$ cat src/rtl/mem_port_arbiter_pkg.sv
// mem_port_arbiter_pkg: shared funct3 encodings, FSM states and the access size mask
package mem_port_arbiter_pkg;
  localparam logic [2:0] LB  = 3'b000;
  localparam logic [2:0] LH  = 3'b001;
  localparam logic [2:0] LW  = 3'b010;
  localparam logic [2:0] LD  = 3'b011;
  localparam logic [2:0] LBU = 3'b100;
  localparam logic [2:0] LHU = 3'b101;
  localparam logic [2:0] LWU = 3'b110;
  localparam logic [2:0] SB  = 3'b000;
  localparam logic [2:0] SH  = 3'b001;
  localparam logic [2:0] SW  = 3'b010;
  localparam logic [2:0] SD  = 3'b011;
  typedef enum logic [1:0] {IDLE = 2'd0, WAIT_IF = 2'd1, WAIT_MEM = 2'd2} state_t;
  function automatic logic [7:0] size_mask(input logic [1:0] size);
    return size == 2'd0 ? 8'h01 : size == 2'd1 ? 8'h03 : size == 2'd2 ? 8'h0F : 8'hFF;
  endfunction
endpackage

$ cat src/rtl/mem_lane_align.sv
// mem_lane_align: byte-lane steering for stores, extension for loads, alignment check
module mem_lane_align
  import mem_port_arbiter_pkg::*;
(
  input  logic [2:0]  funct3,
  input  logic [2:0]  addr,
  input  logic        store,
  input  logic [63:0] wdata,
  input  logic [63:0] rdata,
  output logic [7:0]  we,
  output logic [63:0] wdata_rep,
  output logic [63:0] ldata,
  output logic        mis
);
  logic [1:0]  size;
  logic [2:0]  lo;
  logic [63:0] sh;
  logic        sx;
  assign size = funct3[1:0];
  // decode size, check alignment, steer store lanes and extend the selected load lane
  always_comb begin
    lo = size == 2'd0 ? 3'd0 : size == 2'd1 ? 3'd1 : size == 2'd2 ? 3'd3 : 3'd7;
    mis = (store ? funct3 > SD : funct3 > LWU) || (addr & lo) != 3'd0;
    we = mis ? 8'h00 : size_mask(size) << addr;
    wdata_rep = funct3 == SB ? {8{wdata[7:0]}} : funct3 == SH ? {4{wdata[15:0]}} :
                funct3 == SW ? {2{wdata[31:0]}} : wdata;
    sh = rdata >> {addr, 3'b000};
    sx = !(funct3 inside {LBU, LHU, LWU});
    ldata = mis ? 64'd0 :
            (funct3 == LB || funct3 == LBU) ? {{56{sx & sh[7]}}, sh[7:0]} :
            (funct3 == LH || funct3 == LHU) ? {{48{sx & sh[15]}}, sh[15:0]} :
            (funct3 == LW || funct3 == LWU) ? {{32{sx & sh[31]}}, sh[31:0]} :
            funct3 == LD ? sh : 64'd0;
  end
endmodule

$ cat src/rtl/mem_port_arbiter.sv
// mem_port_arbiter: shares one 64-bit sync RAM between fetch and load/store, MEM priority with bounded IF starvation
module mem_port_arbiter
  import mem_port_arbiter_pkg::*;
#(
  parameter int ADDR_W     = 16,
  parameter int MAX_STREAK = 4
) (
  input  logic              clk,
  input  logic              resetn,
  input  logic              ifReq,
  input  logic [ADDR_W-1:0] ifAddr,
  output logic [31:0]       ifRdata,
  output logic              ifValid,
  output logic              ifErr,
  output logic              ifStall,
  input  logic              memReq,
  input  logic              memWe,
  input  logic [2:0]        memFunct3,
  input  logic [ADDR_W-1:0] memAddr,
  input  logic [63:0]       memWdata,
  output logic [63:0]       memRdata,
  output logic              memValid,
  output logic              memErr,
  output logic              memStall,
  output logic              ramEn,
  output logic [7:0]        ramWe,
  output logic [ADDR_W-4:0] ramAddr,
  output logic [63:0]       ramWdata,
  input  logic [63:0]       ramRdata
);
  localparam int SW_W = $clog2(MAX_STREAK + 1);
  state_t          state, nxt;
  logic [2:0]      a_q, f3_q;
  logic            err_q, we_q;
  logic [SW_W-1:0] streak;
  logic            idle, gnt_mem, gnt_if, st_issue;
  logic [7:0]      al_we;
  logic [63:0]     al_wdata, al_ldata;
  logic            al_mis;
  assign idle     = state == IDLE && resetn;
  assign gnt_mem  = idle && memReq && !(ifReq && streak == SW_W'(MAX_STREAK));
  assign gnt_if   = idle && ifReq && !gnt_mem;
  assign st_issue = gnt_mem && memWe;
  mem_lane_align u_align (
    .funct3   (idle ? memFunct3 : f3_q),
    .addr     (idle ? memAddr[2:0] : a_q),
    .store    (idle ? memWe : we_q),
    .wdata    (memWdata),
    .rdata    (ramRdata),
    .we       (al_we),
    .wdata_rep(al_wdata),
    .ldata    (al_ldata),
    .mis      (al_mis)
  );
  assign ramEn    = gnt_mem || gnt_if;
  assign ramAddr  = gnt_mem ? memAddr[ADDR_W-1:3] : gnt_if ? ifAddr[ADDR_W-1:3] : '0;
  assign ramWe    = st_issue ? al_we : 8'h00;
  assign ramWdata = st_issue ? al_wdata : 64'd0;
  assign ifValid  = state == WAIT_IF;
  assign ifErr    = ifValid && err_q;
  assign ifRdata  = ifValid && !err_q ? (a_q[2] ? ramRdata[63:32] : ramRdata[31:0]) : 32'd0;
  assign memValid = state == WAIT_MEM;
  assign memErr   = memValid && err_q;
  assign memRdata = memValid && !we_q && !err_q ? al_ldata : 64'd0;
  assign ifStall  = resetn && ifReq && !ifValid;
  assign memStall = resetn && memReq && !memValid;
  // state register
  always_ff @(posedge clk or negedge resetn)
    if (!resetn) state <= IDLE;
    else state <= nxt;
  // every access is one issue cycle followed by one completion cycle
  always_comb begin
    nxt = gnt_mem ? WAIT_MEM : gnt_if ? WAIT_IF : IDLE;
  end
  // capture lane, funct3 and error of the granted access; track MEM grants while IF waits
  always_ff @(posedge clk or negedge resetn)
    if (!resetn) begin
      a_q    <= '0;
      f3_q   <= '0;
      err_q  <= 1'b0;
      we_q   <= 1'b0;
      streak <= '0;
    end else begin
      if (ramEn) begin
        a_q   <= gnt_mem ? memAddr[2:0] : ifAddr[2:0];
        f3_q  <= memFunct3;
        we_q  <= st_issue;
        err_q <= gnt_mem ? al_mis : |ifAddr[1:0];
      end
      if (!ifReq || gnt_if) streak <= '0;
      else if (gnt_mem && streak != SW_W'(MAX_STREAK)) streak <= streak + 1'b1;
    end
endmodule

$ cat config.mk
export PLATFORM = sky130hd
export DESIGN_NAME = mem_port_arbiter
export DESIGN_NICKNAME = d
export VERILOG_FILES = /design/src/rtl/mem_port_arbiter_pkg.sv /design/src/rtl/mem_lane_align.sv /design/src/rtl/mem_port_arbiter.sv
export SDC_FILE = /design/constraint.sdc
export NUM_CORES = 1
export LEC_CHECK = 0
export CORE_MARGIN = 8
export CORE_UTILIZATION = 41
export CTS_CLUSTER_DIAMETER = 50
export CTS_CLUSTER_SIZE = 28
export DETAILED_ROUTE_END_ITERATION = 16
export PLACE_DENSITY = 0.85
export SLEW_MARGIN = 20
export SYNTH_ARGS = -nofsm -noshare
export SYNTH_HDL_FRONTEND = slang
export SYNTH_HIERARCHICAL = 1
export SYNTH_SLANG_ARGS = --single-unit
$ cat constraint.sdc
create_clock -name clk -period 4.39 [get_ports clk]
set_clock_uncertainty 0.1 [all_clocks]
set_input_delay 0.439 -clock clk [delete_from_list [all_inputs] [get_ports clk]]
set_output_delay 0.439 -clock clk [all_outputs]
set_load 0.03 [all_outputs]
* After elaboration in Yosys (flattened, before gate mapping)
Index checks and enable logic that the tools add are counted.
Word-level totals: flip-flop bits (word level) 13, input port bits 168, output and inout port bits 188, word-level logic and storage cells 97
Operators by class: add/sub/neg operators 1, order comparisons 2, equality and inequality tests 12, shift-type cells 2, multiplexer cells 32, bitwise operators 4, reductions and logical operators 38
Operators by type and width (count):
- $mux 64 | 10
- $mux 32 | 2
- $shr 64x6->64 | 1
- $mux 8 | 5
- $mux 13 | 2
- $mux 3 | 8
- $logic_and 1x1->1 | 17
- $eq 3x3->1 const B | 4
- $logic_not 1->1 | 8
- $shl 8x3->8 | 1
- $eq 3x2->1 const B | 2
- $logic_or 1x1->1 | 6
- $reduce_bool 3->1 | 2
- $eq 2x1->1 const B | 2
- $eq 2x2->1 const B | 2
- $logic_not 2->1 | 2
- $mux 1 | 4
- $add 3x1->3 const B | 1
- $and 1x1->1 | 3
- $and 3x3->3 | 1
- $eq 3x1->1 const B | 1
- $gt 3x2->1 const B | 1
- $gt 3x3->1 const B | 1
- $logic_not 3->1 | 1
- 4 further kinds | 4

* Logic depth before layout (Yosys ltp)
Gate-level depths: netlist of run 1.
depth in word-level cells 12, depth in mapped cells 14, depth with buffers taken out 9

* Cells and area by module
Netlist of run 1, hierarchy kept.
By module, submodules not included:
- mem_lane_align | instances 1, cells an instance 588, area an instance 3925.0 um2, seq. area each 0.0 um2
- mem_port_arbiter | instances 1, cells an instance 363, area an instance 2456.1 um2, seq. area each 325.3 um2

* Worst setup path before layout of run 1
Ideal clock, no wire load.
kind in2out, start input resetn, end output memRdata[56], arrival time 3.095 ns, data required time 3.851 ns, slack 0.756 ns, stages on the path 13, buffers on the path 4, cells stage by stage or3b_1 > buf_2 > buf_2 > nand2_1 > nand2_1 > buf_6 > nand2b_1 > mux4_2 > o21ai_4 > o2111ai_4 > buf_6 > nor2_2 > and2_1
Between the ends: longest elaborated chain between the ends 11, elaborated cells between the ends (all ways) 38, classes of those cells order compare: 2; eq/ne: 8; shift: 1; mux: 13; bitwise: 4; reduce/logical: 10
RTL lines:
- from (decl) | line mem_port_arbiter.sv:9 | input logic resetn,
- $logic_and 1x1->1 * | line mem_port_arbiter.sv:40 | assign idle = state == IDLE && resetn;
- branches (longest 8 deep; another with $shr 64x6->64)
- $mux 64 * | line mem_lane_align.sv:29 | ldata = mis ? 64'd0 :
- named net al_ldata[56] | line mem_port_arbiter.sv:38 | logic [63:0] al_wdata, al_ldata;
- $mux 64 * | line mem_port_arbiter.sv:64 | assign memRdata = memValid && !we_q && !err_q ? al_ldata : 64'd0;
- to (decl) | line mem_port_arbiter.sv:21 | output logic [63:0] memRdata,
Mark *: on every way through the listed nets, which the timed path passes.

* Worst setup path after layout of run 1
start input resetn, end output memRdata[33]
The elaborated chain is that of the path after synthesis.

==> metrics.cfg, run 1 <==
[status]
status = complete, no violations

[sta]
min_period_over_period_pct = 96.2
maxSlewViolCount = 0
hold_viol_final = 0
fin_ws_ns = 0.169
rsz0062_at_grt = no
setup_viol = 0
min_period_ns = 4.22
tns_ns = 0
worst_pin_slew_ns = 0.786
timing.fmax_ghz = 0.237
slew_headroom_pct = 47.5

[setup_path]
critPathCaptureType = output port
regToRegStartpoint = state[0]
worstSetupPathType = input pin to output port
path_max_fanout = 32
critPathRequiredTime_ns = 3.85
startpoint = resetn
arrival_ns = 3.68
critPathLaunchType = input pin

[cts]
numCtsBuffers = 3
cts_tree = built
clkSinkCount = 13
clk_latency_ns = 0.24
cts_root_buf = clkbuf_16
h-tree-depth = 1
clk_pin_slew_ns = 0.04
postCtsSetupRepairBufs = 0
clockBufferDepth = 2

[routing]
avgViaCountPerCell = 5.93
first_pass_iters = 5
ant_nets = 0
drtIter0Drc = 996
wl_per_cell_microns = 21.7
drc = 0
wl_microns = 31200
num_vias = 8540

[synthesis]
ys_warn_count = 6
synth_largest_area_cell = and2_1
async_flop_share_pct = 100
synthTopCellsByArea = and2_1 14%, mux2i_1 11%, mux4_2 8.1%
syn_area_sq_um = 6380
synth-seq-cells = 13
syn_nets = 1121
synth_edf_count = 0
synth_flop_cell = dfrtp_1
synthDistinctLibCells = 66
synth_top_area_share_pct = 13.9
yosysSeqAreaShare_pct = 5.10
avgSynthCellArea_sq_um = 6.71
postSynthCellCount = 951

[floorplan]
rows = 45
die-width_microns = 141
die_height_microns = 141
core_sq_um = 15200
design.portCount = 356
dieArea_sq_um = 19800
start_util_pct = 42.0

[worst_hold_path]
holdCritStartpoint = f3_q[2]
hp-class = register to register

[placed_design]
io_buffers = 355
hpwl_microns = 25200
gp_congestion = 0.988
dp_slack_ns = 0.236

[cells_and_area]
nets = 1424
antennaDiodeCount = 0
area_delta_synth_final_pct = 58.7
drive_gt1_share_pct = 20.1

[global_route]
grtUsageTotal_pct = 29.7
grt_overflow_total = 0
grt_pass1_wl_microns = 47600
antenna_found_initial = 0
grt_max_degree = 65
grt_pass1_vias = 8239

[run]
maxCapViolCount = 0

[power]
p_leak_uw = 0.00431
ir_drop_mv = 0.146
power.density_nw_per_um2 = 217

## worst paths after layout
path | endpoint | slack (ns) | cells after the start
min reg2reg | f3_q[2] | 0.41 | 1
min | f3_q[2] | 0.41 | 1
max in group asynchronous | a_q[2] | 3.53 | 2
min in group asynchronous | a_q[1] | 0.48 | 2
max reg2reg | err_q | 1.48 | 10
max | memRdata[33] | 0.17 | 13
## cells by family after synthesis
| logic type | Yosys count | share of synthesized area (%) |
|---|---|---|
| AOI/OAI and AO/OA | 239 | 24.4 |
| adders and majority gates | 2 | 0.392 |
| buffers and inverters | 119 | 9.06 |
| DFF | 13 | 5.10 |
| muxes | 124 | 24.5 |
| and+or+nand+nor | 454 | 36.5 |
## synthesized netlist by cell type (5+ instances only)
| library cell | instances |
|---|---|
| a211oi_1 | 17 |
| a22oi_1 | 19 |
| mux2_2 | 30 |
| mux2i_1 | 71 |
| buf_2 | 24 |
| nor2b_1 | 24 |
| clkbuf_1 | 45 |
| nand3_1 | 33 |
| or2_2 | 6 |
| and2_1 | 142 |
| and3_1 | 7 |
| a221oi_1 | 7 |
| nor2_1 | 99 |
| o22ai_1 | 10 |
| o211ai_1 | 11 |
| nor2_2 | 10 |
| clkbuf_2 | 6 |
| nand2_1 | 108 |
| o21ai_0 | 43 |
| a31oi_1 | 5 |
| buf_4 | 17 |
| a2bb2oi_1 | 5 |
| nand2b_1 | 6 |
| nor3_1 | 5 |
| a21oi_1 | 88 |
| inv_1 | 17 |
| mux4_2 | 23 |
| dfrtp_1 | 13 |
| o31ai_1 | 6 |
## per-stage QoR
step / power (uW) / hold slack [ns] / cells / util [%] / instance area [sq um]
after floorplan: 1360 / 0.0434 / 951 / - / 6380
after global placement: 1960 / 0.394 / 1437 / 66.0 / 10000
after detailed placement: 1980 / 0.404 / 1437 / 66.0 / 10000
after CTS: 2160 / 0.413 / 1441 / 66.5 / 10100
after global routing: 2340 / 0.448 / 1441 / 66.6 / 10100
final: 2200 / 0.415 / 1441 / 66.6 / 10100
## flip-flops by register name, indices dropped and copies added, names as in the netlist
| register | cells |
|---|---|
| a_q | 3 |
| f3_q | 3 |
| streak | 3 |
| state | 2 |
| err_q | 1 |
| we_q | 1 |
## layout make-up
| class | instances | area (sq um) |
|---|---|---|
| fillers | 1288 | 5080 |
| well taps | 188 | 235 |
| multi-input cells | 819 | 5500 |
| flip-flops and latches | 13 | 327 |
| inverters | 19 | 71.3 |
| clock buffers | 4 | 78.8 |
| repair buffers | 398 | 3910 |
## worst max-delay path: stages
cell,delay [ns]
clkdlybuf4s50_1,0.50
or3b_1,0.50
nand2_1,0.12
nand2_1,0.17
inv_1,0.11
buf_4,0.33
o21ai_0,0.24
a21oi_1,0.35
o2111ai_4,0.18
buf_4,0.27
nor2_1,0.14
and2_1,0.19
buf_12,0.13
## power breakdown
group / leakage, uW / internal [uW] / switching (uW)
sequential: 0.000159 / 136 / 14.3
combinational: 0.00411 / 800 / 1080
clock: 0.0000382 / 122 / 45.0
total: 0.00431 / 1060 / 1140
## layer usage
layer	global-route usage, %	vias up	wire length (microns)
met4	11.1	0	1160
met2	49.2	549	14900
met3	7.60	86	3310
li1	-	3964	-
met5	0	-	0
met1	36.2	3941	11900
## repair_timing
action | CTS | global route
hold buffers | 0 | 0
setup endpoints to repair | 0 | 11
gates resized for setup | 0 | 4
## placed cells by master (no fill, tap or decap), types with 7 or more instances in the layout
| master | instances |
|---|---|
| a211oi_1 | 17 |
| a21oi_1 | 88 |
| a221oi_1 | 7 |
| a22oi_1 | 19 |
| and2_1 | 142 |
| buf_12 | 26 |
| buf_4 | 133 |
| clkdlybuf4s50_1 | 239 |
| dfrtp_1 | 12 |
| inv_1 | 17 |
| mux2_2 | 30 |
| mux2i_1 | 71 |
| mux4_2 | 23 |
| nand2_1 | 105 |
| nand3_1 | 33 |
| nor2_1 | 99 |
| nor2_2 | 10 |
| nor2b_1 | 24 |
| o211ai_1 | 11 |
| o21ai_0 | 43 |
| o22ai_1 | 9 |
No activity file was read; power rests on OpenSTA's default activity.
==> inputs of run 2 (changes only) <==
SKIP_LAST_GASP = 1   (was unset)
==> metrics.cfg, run 2 (same netlist as run 1, synthesis figures left out) <==
[cells_and_area]
fillers = 1286  ; -0.16%
antennaDiodeCount = 0  ; unchanged
layout_common_cells = 239 x clkdlybuf4s50_1, 142 x and2_1, 133 x buf_4
nets = 1424  ; unchanged
final_common_cell = clkdlybuf4s50_1
area_delta_synth_final_pct = 58.7  ; about the same
drive_gt1_share_pct = 20.0  ; -0.080 points
instances_no_fill = 1441  ; unchanged
top_regs = a_q (3), f3_q (3), streak (3)
postLayoutCoreUtil_pct = 66.6  ; about the same

[sta]
setup_viol = 0  ; unchanged
min_period_ns = 4.23  ; +0.00441 ns
min_period_over_period_pct = 96.3  ; +0.10 points
whs_ns = 0.412  ; -0.00240 ns
timing.fmax_ghz = 0.237  ; -0.10%
maxSlewViolCount = 0  ; unchanged
rsz0062_at_grt = yes
tns_ns = 0  ; unchanged
worst_pin_slew_ns = 0.797  ; +0.0113 ns
slew_headroom_pct = 46.7  ; -0.75 points
hold_viol_final = 0  ; unchanged

[placed_design]
io_buffers = 355  ; unchanged
hpwl_microns = 25200  ; unchanged
gp_congestion = 0.988  ; unchanged
place_inst = 1437  ; unchanged

[routing]
ant_nets = 0  ; unchanged
wl_microns = 31200  ; -0.21%
first_pass_iters = 6  ; +1
drtIter0Drc = 1087  ; +9.1%
num_vias = 8542  ; +0.023%
avgViaCountPerCell = 5.93  ; about the same
drc = 0  ; unchanged
wl_per_cell_microns = 21.6  ; -0.21%

[power]
power.density_nw_per_um2 = 217  ; about the same
ir_drop_mv = 0.146  ; about the same
p_leak_uw = 0.00431  ; about the same

[setup_path]
path_max_fanout = 12  ; -63%
critPathCaptureType = output port
critPathLaunchType = input pin
critPathRequiredTime_ns = 3.85  ; about the same
path_cells = clkdlybuf4s50_1 -> or3b_1 -> nand2_1 -> nand2_2 -> mux2i_1 -> mux4_2 -> o21ai_4 -> nand3_1 -> a21oi_1 -> and2_1 -> buf_12
cp_slowest_cell = mux4_2
slowest_delay_ns = 0.55  ; +0.05 ns
worstSetupPathType = input pin to output port
crit_family = simple AND/OR/NAND/NOR gates
arrival_ns = 3.69  ; about the same
critPathBufInv = 2  ; -3

[global_route]
grt_pass1_vias = 8239  ; unchanged
grt_max_degree = 65  ; unchanged
grt_overflow_total = 0  ; unchanged
grtUsageTotal_pct = 29.7  ; unchanged
grt_pass1_wl_microns = 47600  ; unchanged
antenna_found_initial = 0  ; unchanged

[floorplan]
design.portCount = 356  ; unchanged
rows = 45  ; unchanged
core_sq_um = 15200  ; unchanged
die-width_microns = 141  ; unchanged
dieArea_sq_um = 19800  ; unchanged
start_util_pct = 42.0  ; unchanged
die_height_microns = 141  ; unchanged

[worst_hold_path]
hp-class = register to register

[cts]
clockBufferDepth = 2  ; unchanged
h-tree-depth = 1  ; unchanged
numCtsBuffers = 3  ; unchanged
cts_root_buf = clkbuf_16
clk_pin_slew_ns = 0.04  ; about the same
clkSinkCount = 13  ; unchanged
clk_latency_ns = 0.24  ; about the same
cts_tree = built
cts_hold_buf = 0  ; unchanged

[run]
maxCapViolCount = 0  ; unchanged

[status]
status = complete, no violations

run 2: cell counts in the layout (fill, tap and decap cells not counted):
No cell type changed its count.
run 2: report_power, final:
| part | total, uW | leakage [uW] | internal (uW) | switching, uW |
|---|---|---|---|---|
| sequential | 150 | 0.000159 | 136 | 14.4 |
| combinational | 1880 | 0.00411 | 799 | 1080 |
| clock | 167 | 0.0000382 | 122 | 44.9 |
run 2: worst register-to-register path: cells and delay by family, from the launching register on:
kind / cells / cell delay (ns)
and+or+nand+nor: 7 / 1.73
buffers and inverters: 2 / 0.49
DFF: 1 / 0.41
AOI/OAI and AO/OA: 1 / 0.10
run 2: repair_timing:
item                                    in CTS  in global routing
resized for setup                            0                  3
endpoints found under the setup margin       0                 11
buffers inserted                             0                  0
run 2: per-layer routing:
| layer | wire, microns | GRT usage (%) | part of all wire (%) | vias to the layer above |
|---|---|---|---|---|
| met5 | 0 | 0 | 0 | - |
| met4 | 1190 | 11.1 | 3.8 | 0 |
| met3 | 3610 | 7.60 | 12 | 85 |
| met2 | 14800 | 49.2 | 47 | 583 |
| met1 | 11600 | 36.2 | 37 | 3914 |
| li1 | - | - | - | 3960 |
run 2: worst paths after layout:
path                               start           end  slack [ns]  depth (start not counted)
worst max-delay path              resetn  memRdata[28]        0.16                         11
worst max register to register  state[0]         err_q        1.44                         10
worst min register to register   f3_q[2]       f3_q[2]        0.41                          1
max in group asynchronous         resetn        a_q[2]        3.53                          2
worst min-delay path             f3_q[2]       f3_q[2]        0.41                          1
min in group asynchronous         resetn      state[1]        0.48                          2
run 2: area by class of cell:
cell class | instances | area [sq um] | area share, %
clock buffer | 4 | 78.8 | 0.779
inverter | 19 | 71.3 | 0.704
multi-input combinational | 819 | 5500 | 54.3
sequential | 13 | 327 | 3.23
tap | 188 | 235 | 2.32
timing repair buffer | 398 | 3910 | 38.6
run 2: per-stage QoR:
stage / instance area, sq um / worst slack (ns) / power (uW)
after global placement: 10000 / 0.314 / 1960
after detailed placement: 10000 / 0.236 / 1980
after floorplan: 6380 / 0.756 / 1360
after global routing: 10100 / -0.00165 / 2340
after CTS: 10100 / 0.226 / 2160
final: 10100 / 0.164 / 2200
==> RTL edit (config.mk and constraints of run 2) <==
Register the outputs `ifErr` and `memErr`, without a reset; this adds one clock of latency there. The other outputs are not delayed to match.
--- a/src/rtl/mem_port_arbiter.sv
+++ b/src/rtl/mem_port_arbiter.sv
@@ -57,10 +57,12 @@
   assign ramWe    = st_issue ? al_we : 8'h00;
   assign ramWdata = st_issue ? al_wdata : 64'd0;
   assign ifValid  = state == WAIT_IF;
-  assign ifErr    = ifValid && err_q;
   assign ifRdata  = ifValid && !err_q ? (a_q[2] ? ramRdata[63:32] : ramRdata[31:0]) : 32'd0;
   assign memValid = state == WAIT_MEM;
-  assign memErr   = memValid && err_q;
+  always_ff @(posedge clk) begin
+    ifErr  <= ifValid && err_q;
+    memErr <= memValid && err_q;
+  end
   assign memRdata = memValid && !we_q && !err_q ? al_ldata : 64'd0;
   assign ifStall  = resetn && ifReq && !ifValid;
   assign memStall = resetn && memReq && !memValid;
Check against the original RTL: not equivalent (a bounded check fails within 4 cycles, from zero or initial values and one cycle with resetn low).
==> RTL edit against run 2 <==
- wire length shrank 0.95%
- count of clock-buffer cells in the layout is the same
- final area grew 2.5%
- setup slack gained 170 ps
- area after synthesis grew 1.3%
- synthesized cell count grew 6.3%
- power grew 1.6%
- critical path type unchanged
- sequential cell count grew 2
- core utilization shrank 0.32 points
- final cell count grew 5.3%
- sequential power grew 13%
- clock power grew 8%
==> RTL edit: results (changes against run 2) <==
status: "completed"  # unchanged
ir_worst_vdd_uv: 182  # was 146 uV
synth.distinct_cells: 62  # was 66
cp.arrival_ps: 3520  # was 3690 ps
max_clock_freq_mhz: 247  # was 237 MHz
critPathSlowestCell: "clkdlybuf4s50_1"  # was mux4_2
insertion_delay_ps: 250
clockPowerShare_pct: 8.1  # was 7.6%
register_area_um2: 367  # was 327 um^2
place_congestion: 0.970  # was 0.988
tightest_slew_ps: 823  # was 797 ps
grt_pass1_wl_um: 46600  # was 47,600 um
holdWs_ps: 409  # was 412 ps
multi_input_area_um2: 5480  # was 5500 um^2
nNetsFinal: 1472  # was 1,424
syn-num-nets: 1181  # was 1,121
grt_use_total_pct: 29.0  # was 29.7%
powerSeq_mw: 0.169  # was 0.150 mW
synth_area_leaders: "mux2i_1 14%, and2_1 14%, nand2_1 8.5%"  # was and2_1 14%, mux2i_1 11%, mux4_2 8.1%
met1Wirelength_um: 12000  # was 11,600 um
grt_max_degree: 73  # was 65
ys_seq_area_share_pct: 5.65  # was 5.10%
use_met3_pct: 6.42  # was 7.60%
hpwl_um: 24600  # was 25,200 um
grtUsageMet2_pct: 48.2  # was 49.2%
drive_above_1_share_pct: 15.8  # was 20.0%
synth.top_cells.by_count: "146 x nand2_1, 140 x and2_1, 94 x nor2_1"  # was 142 x and2_1, 108 x nand2_1, 99 x nor2_1
inv_count: 18  # was 19
pre_cts_ws_ps: 226  # was 236 ps
num-nonclk-buffers: 394  # was 398
placed_cell_area_um2: 10300  # was 10,000 um^2
async_flop_share_pct: 86.7  # was 100%
cts_sinks: 15  # was 13
met3_length_um: 2860  # was 3610 um
nonClkBufAreaFrac_pct: 39.7  # was 38.6%
first_iter_violations: 968  # was 1,087
grt_pass1_vias: 8095  # was 8,239
cpPeakStageDelay_ps: 590  # was 550 ps
leakage_nw: 4.47  # was 4.31 nW
critPathCapture: "memRdata[5]"  # was memRdata[28]
fill_cells: 1392  # was 1,286
post_drt_wl_per_cell_um: 20.4  # was 21.6 um
first_pass_iters: 5  # was 6
net-switching-power_mw: 1.15  # was 1.14 mW
cp_top_family: "buffers and inverters"  # was simple AND/OR/NAND/NOR gates
die_w_um: 142  # was 141 um
multi_input_cells: 870  # was 819
critPathMaxFanout: 61  # was 12
gr-usage-met1_pct: 35.9  # was 36.2%
route.met2.wl_um: 14900  # was 14,800 um
vias: 8720  # was 8,542
clock_area_share_pct: 0.760  # was 0.779%
## RTL edit: cell types whose count changed after synthesis, sizes merged, moves of 15 or more
cell,delta
nand2,+38
mux4,-19
a21oi,-18
mux2i,+18
buf,+15
nor2,-15
## RTL edit: through the flow
stage | utilization (%) | cells
after floorplan | - | 1011
after global placement | 65.7 | 1513
after detailed placement | 65.8 | 1513
after CTS | 66.3 | 1517
after global routing | 66.3 | 1517
final | 66.3 | 1517
## RTL edit: cell families (layout without fill, tap and decap cells)
group / count (synthesis) / in the layout / share of synthesized area, %
AND/OR/NAND/NOR: 499 / 499 / 39.1
AO/OA/AOI/OAI: 245 / 245 / 24.3
buffers and inverters: 126 / 416 / 9.91
multiplexers: 124 / 124 / 20.6
flip-flops: 15 / 15 / 5.65
adder cells (fa/ha/maj): 2 / 2 / 0.387
## RTL edit: timing repair
| action | 4_1_cts | 5_1_grt |
|---|---|---|
| gates resized for setup | 0 | 1 |
| endpoints found under the setup margin | 0 | 1 |
| setup buffers | 0 | 0 |
